--- config.mk ---
export PLATFORM = sky130hd
export DESIGN_NAME = bow_tx_arbiter
export DESIGN_NICKNAME = d
export VERILOG_FILES = /design/src/rtl/bow_tx_arbiter.sv
export SDC_FILE = /design/constraint.sdc
export NUM_CORES = 1
export LEC_CHECK = 0
export ABC_AREA = 1
export CORE_ASPECT_RATIO = 0.7
export CORE_MARGIN = 3
export CORE_UTILIZATION = 43
export CTS_CLUSTER_DIAMETER = 80
export CTS_CLUSTER_SIZE = 24
export DETAILED_ROUTE_END_ITERATION = 8
export GPL_TIMING_DRIVEN = 0
export HOLD_SLACK_MARGIN = 0.05
export PLACE_DENSITY = 0.81
export REMOVE_ABC_BUFFERS = 1
export SLEW_MARGIN = 10
export SYNTH_ARGS = -nofsm -noshare
export SYNTH_HDL_FRONTEND = slang
export SYNTH_SLANG_ARGS = --single-unit
--- constraint.sdc ---
create_clock -name txclk -period 1.99 [get_ports txclk]
set_clock_uncertainty 0.05 [all_clocks]
set_input_delay 0.199 -clock txclk [delete_from_list [all_inputs] [get_ports txclk]]
set_output_delay 0.199 -clock txclk [all_outputs]
set_load 0.01 [all_outputs]
--- src/rtl/bow_tx_arbiter.sv ---
// Round-robin arbiter sharing one BoW APB transmit link among NUM_REQ requesters; grant->SETUP->ACCESS,
// completion pulse the cycle after rx_ready (or timeout). Losers wait with req_pready low; requests are never dropped.
module bow_tx_arbiter #(
    parameter int NUM_REQ = 4,
    parameter int DATA_W  = 16,
    parameter int TIMEOUT = 255
) (
    input  logic                          txclk,
    input  logic                          presetn,
    input  logic [NUM_REQ-1:0]            req_psel,
    input  logic [NUM_REQ-1:0]            req_penable,
    input  logic [NUM_REQ-1:0]            req_pwrite,
    input  logic [NUM_REQ*DATA_W-1:0]     req_pwdata,
    input  logic                          rx_ready,
    input  logic [DATA_W-1:0]             prdata,
    output logic                          psel_tx,
    output logic                          penable_tx,
    output logic                          pwrite_tx,
    output logic [DATA_W-1:0]             pwdata_tx,
    output logic [NUM_REQ-1:0]            req_pready,
    output logic [NUM_REQ-1:0]            req_perr,
    output logic [DATA_W-1:0]             req_prdata,
    output logic [$clog2(NUM_REQ)-1:0]    grant_id,
    output logic                          busy
);

    localparam int ID_W  = $clog2(NUM_REQ);
    localparam int CNT_W = (TIMEOUT > 0) ? $clog2(TIMEOUT + 1) : 1;
    localparam logic [CNT_W-1:0] CNT_LAST = CNT_W'((TIMEOUT > 0) ? TIMEOUT - 1 : 0);

    typedef enum logic [1:0] {
        IDLE   = 2'd0,
        SETUP  = 2'd1,
        ACCESS = 2'd2
    } state_t;

    state_t              state_q;
    logic                psel_q;
    logic                penable_q;
    logic                pwrite_q;
    logic [DATA_W-1:0]   pwdata_q;
    logic [NUM_REQ-1:0]  pready_q;
    logic [NUM_REQ-1:0]  perr_q;
    logic [DATA_W-1:0]   prdata_q;
    logic [ID_W-1:0]     grant_q;
    logic [ID_W-1:0]     rr_q;
    logic [CNT_W-1:0]    cnt_q;

    logic [NUM_REQ-1:0]  eligible;
    logic                win_vld;
    logic [ID_W-1:0]     win_id;
    logic [DATA_W-1:0]   win_dat;
    logic [NUM_REQ-1:0]  grant_onehot;
    logic [ID_W-1:0]     rr_next;
    logic                timeout_hit;
    logic                unused_penable;

    // The requester being acknowledged still holds psel this cycle; mask it to avoid a double grant.
    assign eligible = req_psel & ~pready_q;

    always_comb begin
        win_vld = 1'b0;
        win_id  = '0;
        for (int i = 0; i < NUM_REQ; i++) begin
            int idx;
            idx = int'(rr_q) + i;
            if (idx >= NUM_REQ) idx = idx - NUM_REQ;
            if (!win_vld && eligible[idx]) begin
                win_vld = 1'b1;
                win_id  = ID_W'(idx);
            end
        end
    end

    assign win_dat        = req_pwdata[win_id*DATA_W +: DATA_W];
    assign grant_onehot   = NUM_REQ'(1) << grant_q;
    assign rr_next        = (grant_q == ID_W'(NUM_REQ - 1)) ? '0 : grant_q + 1'b1;
    assign timeout_hit    = (TIMEOUT != 0) && (cnt_q == CNT_LAST);
    assign unused_penable = ^req_penable;

    always_ff @(posedge txclk or negedge presetn) begin
        if (!presetn) begin
            state_q   <= IDLE;
            psel_q    <= 1'b0;
            penable_q <= 1'b0;
            pwrite_q  <= 1'b0;
            pwdata_q  <= '0;
            pready_q  <= '0;
            perr_q    <= '0;
            prdata_q  <= '0;
            grant_q   <= '0;
            rr_q      <= '0;
            cnt_q     <= '0;
        end else begin
            pready_q <= '0;
            perr_q   <= '0;
            prdata_q <= '0;
            case (state_q)
                IDLE: begin
                    if (win_vld) begin
                        grant_q  <= win_id;
                        pwrite_q <= req_pwrite[win_id];
                        pwdata_q <= win_dat;
                        psel_q   <= 1'b1;
                        state_q  <= SETUP;
                    end
                end
                SETUP: begin
                    penable_q <= 1'b1;
                    cnt_q     <= '0;
                    state_q   <= ACCESS;
                end
                ACCESS: begin
                    // rx_ready takes priority over a coincident timeout.
                    if (rx_ready || timeout_hit) begin
                        state_q   <= IDLE;
                        psel_q    <= 1'b0;
                        penable_q <= 1'b0;
                        pready_q  <= grant_onehot;
                        rr_q      <= rr_next;
                        if (rx_ready) begin
                            prdata_q <= prdata;
                        end else begin
                            perr_q   <= grant_onehot;
                        end
                    end else if (cnt_q != '1) begin
                        cnt_q <= cnt_q + 1'b1;
                    end
                end
                default: begin
                    state_q <= IDLE;
                end
            endcase
        end
    end

    assign psel_tx    = psel_q;
    assign penable_tx = penable_q;
    assign pwrite_tx  = pwrite_q;
    assign pwdata_tx  = pwdata_q;
    assign req_pready = pready_q;
    assign req_perr   = perr_q;
    assign req_prdata = prdata_q;
    assign grant_id   = grant_q;
    assign busy       = (state_q != IDLE);

endmodule

==> summary.md <==
| Metric | Value |
|---|---|
| Status | `finished, violations left` |
| Failing checks | `negative setup slack` |
| Die X | `111 um` |
| Layout cell share with drive strength beyond 1 | `23.0%` |
| Standard-cell rows | `26` |
| Most common cell in the netlist | `nand2_1` |
| Cell taking the most area after synthesis | `dfrtp_1` |
| Via density per instance | `5.93` |
| Max Freq | `0.456 GHz` |
| Setup violations, final | `21` |
| Area share of the largest cell type after synthesis | `43.1%` |
| Leakage | `2.78 nW` |
| DRT iter0 DRCs | `592` |
| Syn Area/Cell | `7.65 um^2` |
| Crit path required time | `2160 ps` |
| Library cells used by synthesis | `29` |
| Root Buffer | `clkbuf_8` |
| # nets final | `721` |
| Core area | `0.00738 mm^2` |
| CTS sink cnt | `57` |
| HP Class | `in2reg` |
| Mapped Cells | `433` |
| Tcrit/Tclk final | `110%` |
| Worst-path clk slew | `80 ps` |
| Crit path capture type | `flop` |
| Design Area, Final | `0.00587 mm^2` |
| TritonCTS clock tree | `built` |
| Setup TNS | `-2390 ps` |
| Residual DRC count | `0` |
| Post-synth EDFFs | `0` |
| Final worst slack | `-203 ps` |
| Pin count of the biggest net entering global routing | `58` |
| Initial antenna violation count | `0` |
| Buffers on Ports | `136` |
| DR WL/cell | `20.8 um` |
| Maximum root-to-sink buffer count | `2` |
| First-pass GRT wire length | `19.4 mm` |
| CTS Buf Count | `9` |
| Ys flop type | `dfrtp_1` |
| Max-cap violations | `0` |
| WP data arrival | `2370 ps` |
| Post-detail-place hpwl | `6.66 mm` |
| Setup CP Type | `reg2reg` |
| Worst IR Drop VDD | `0.00110 V` |
| Max transition margin | `51.8%` |
| Most frequent cells after synthesis | `nand2_1, dfrtp_1, inv_1, nand4_1, nor2_1` |
| DP Area | `0.00467 mm^2` |
| CP startpoint kind | `flop` |
| Crit path time final | `2190 ps` |
| 1st-pass router iterations | `8` |
| Total number of vias | `4266` |
| Synth area leaders | `dfrtp_1, nand2_1, nand4_1` |
| Synth Register Bits | `57` |
| Die area | `0.00881 mm^2` |
| Placer Congestion | `0.927` |
| Die Span Y | `79.4 um` |
| Skew-Pair Late Insertion Delay | `350 ps` |
| Maximum fanout along the worst path | `7` |
| Register area share after synthesis | `43.1%` |
| Vias in the first global route | `3762` |
| Mapped Area | `0.00331 mm^2` |
| Post-synth ARST share | `100%` |
| Io pins | `141` |
| Total gr overflow | `0` |
| Synth Warn # | `0` |
| Unrepaired setup endpoints after global routing | `true` |
| PD cells | `1910 mW/mm^2` |
| Starting Density | `44.8%` |
| Area Growth Syn to Fin | `77.3%` |
| DRT antenna net count | `0` |
| Final Max Slew Viols | `0` |
| H-tree depth | `3` |
| Gr usage total | `28.0%` |
| Fin. Hold Viols | `0` |
| Worst-Margin Slew | `724 ps` |
| Final wirelength | `15.0 mm` |
## where the power goes
part | internal [W] | switching [W]
sequential | 0.00150 | 0.000275
combinational | 0.00316 | 0.00503
clock | 0.000717 | 0.000536
total | 0.00538 | 0.00585
## cell type report
| type | count | area (um^2) |
|---|---|---|
| antenna | 1 | 2.50 |
| clock buffer | 9 | 124 |
| clock inverter | 7 | 103 |
| fill | 444 | 1510 |
| inverter | 49 | 196 |
| multi-input combinational | 327 | 2150 |
| sequential | 57 | 1430 |
| tap | 98 | 123 |
| timing repair buffer | 172 | 1740 |
## logic make-up after synthesis
logic type / Yosys count / share of synthesized area, %
XOR/XNOR: 3 / 0.793
flip-flops: 57 / 43.1
AO/OA/AOI/OAI: 18 / 3.51
AND/OR/NAND/NOR: 278 / 39.3
buffers and inverters: 67 / 9.56
adder cells (fa/ha/maj): 10 / 3.78
## registers in the layout, indices dropped and copies added, names as in the netlist
name and cells:
psel_tx 1, pwdata_tx 16, req_prdata 16, cnt_q 8, state_q 2, rr_q 2, req_pready 4, pwrite_tx 1
req_perr 4, grant_id 2, penable_tx 1
## path summary, 6_finish.rpt
kind                       slack [ps]                   endpoint  depth (start not counted)                      from
max                              -200  pwdata_tx[10]$_DFFE_PN0P_                         13       rr_q[1]$_DFFE_PN0P_
min                               300    req_prdata[4]$_DFF_PN0_                          3                 prdata[4]
max reg2reg                      -200  pwdata_tx[10]$_DFFE_PN0P_                         13       rr_q[1]$_DFFE_PN0P_
min reg2reg                       450   pwdata_tx[0]$_DFFE_PN0P_                          2  pwdata_tx[0]$_DFFE_PN0P_
max in group asynchronous         990        rr_q[0]$_DFFE_PN0P_                          2                   presetn
min in group asynchronous         400      req_perr[2]$_DFF_PN0_                          2                   presetn
## through the flow
step / hold WS [ps] / instances / setup WS (ps) / utilization [%] / total power (W)
floorplan: -147 / 415 / -163 / - / 0.00455
global placement: 429 / 649 / -1140 / 63.2 / 0.00591
detailed placement: 259 / 649 / -811 / 63.2 / 0.00606
CTS: 296 / 700 / 8.72 / 73.4 / 0.00921
global route: 297 / 719 / -248 / 79.5 / 0.0116
finish: 303 / 720 / -203 / 79.5 / 0.0112
## per-layer routing
| layer | GRT usage [%] | vias up | share of wire, % |
|---|---|---|---|
| met5 | 0 | - | 0 |
| met4 | 12.3 | 0 | 6.1 |
| met3 | 13.3 | 121 | 13 |
| met2 | 41.9 | 384 | 45 |
| li1 | - | 1806 | - |
| met1 | 34.8 | 1955 | 36 |
## what timing repair did
action                                  CTS  global route
endpoints found under the hold margin    57             0
hold buffers                              1             0
gates cloned                             15             4
resized for setup                        27            67
buffers inserted                         19            15
pin swaps                                12            31
endpoints found under the setup margin   20            24
## cells in the final DEF (no fill, tap or decap), drive strengths merged, types with 3 or more instances in the layout
cell type / n
nand2: 168
clkdlybuf4s50: 135
dfrtp: 57
nand3: 53
inv: 50
nand4: 37
buf: 35
nor2: 32
ha: 10
clkbuf: 10
o21ai: 7
a21oi: 4
nor3: 4
clkinv: 3
xor2: 3
## critical path: stages, from the launching register on
cell     delay (ps)
dfrtp_2         470
inv_2           130
nand2_1         130
nand2_4         150
nand3_4         110
nand2_8         140
nand2_8         100
nand3_4         130
buf_4           150
nand3_4         130
nand2_1         130
nand2_1          70
nand2_1          70
nand3_1          90
Power figures use the tool's default switching activity.
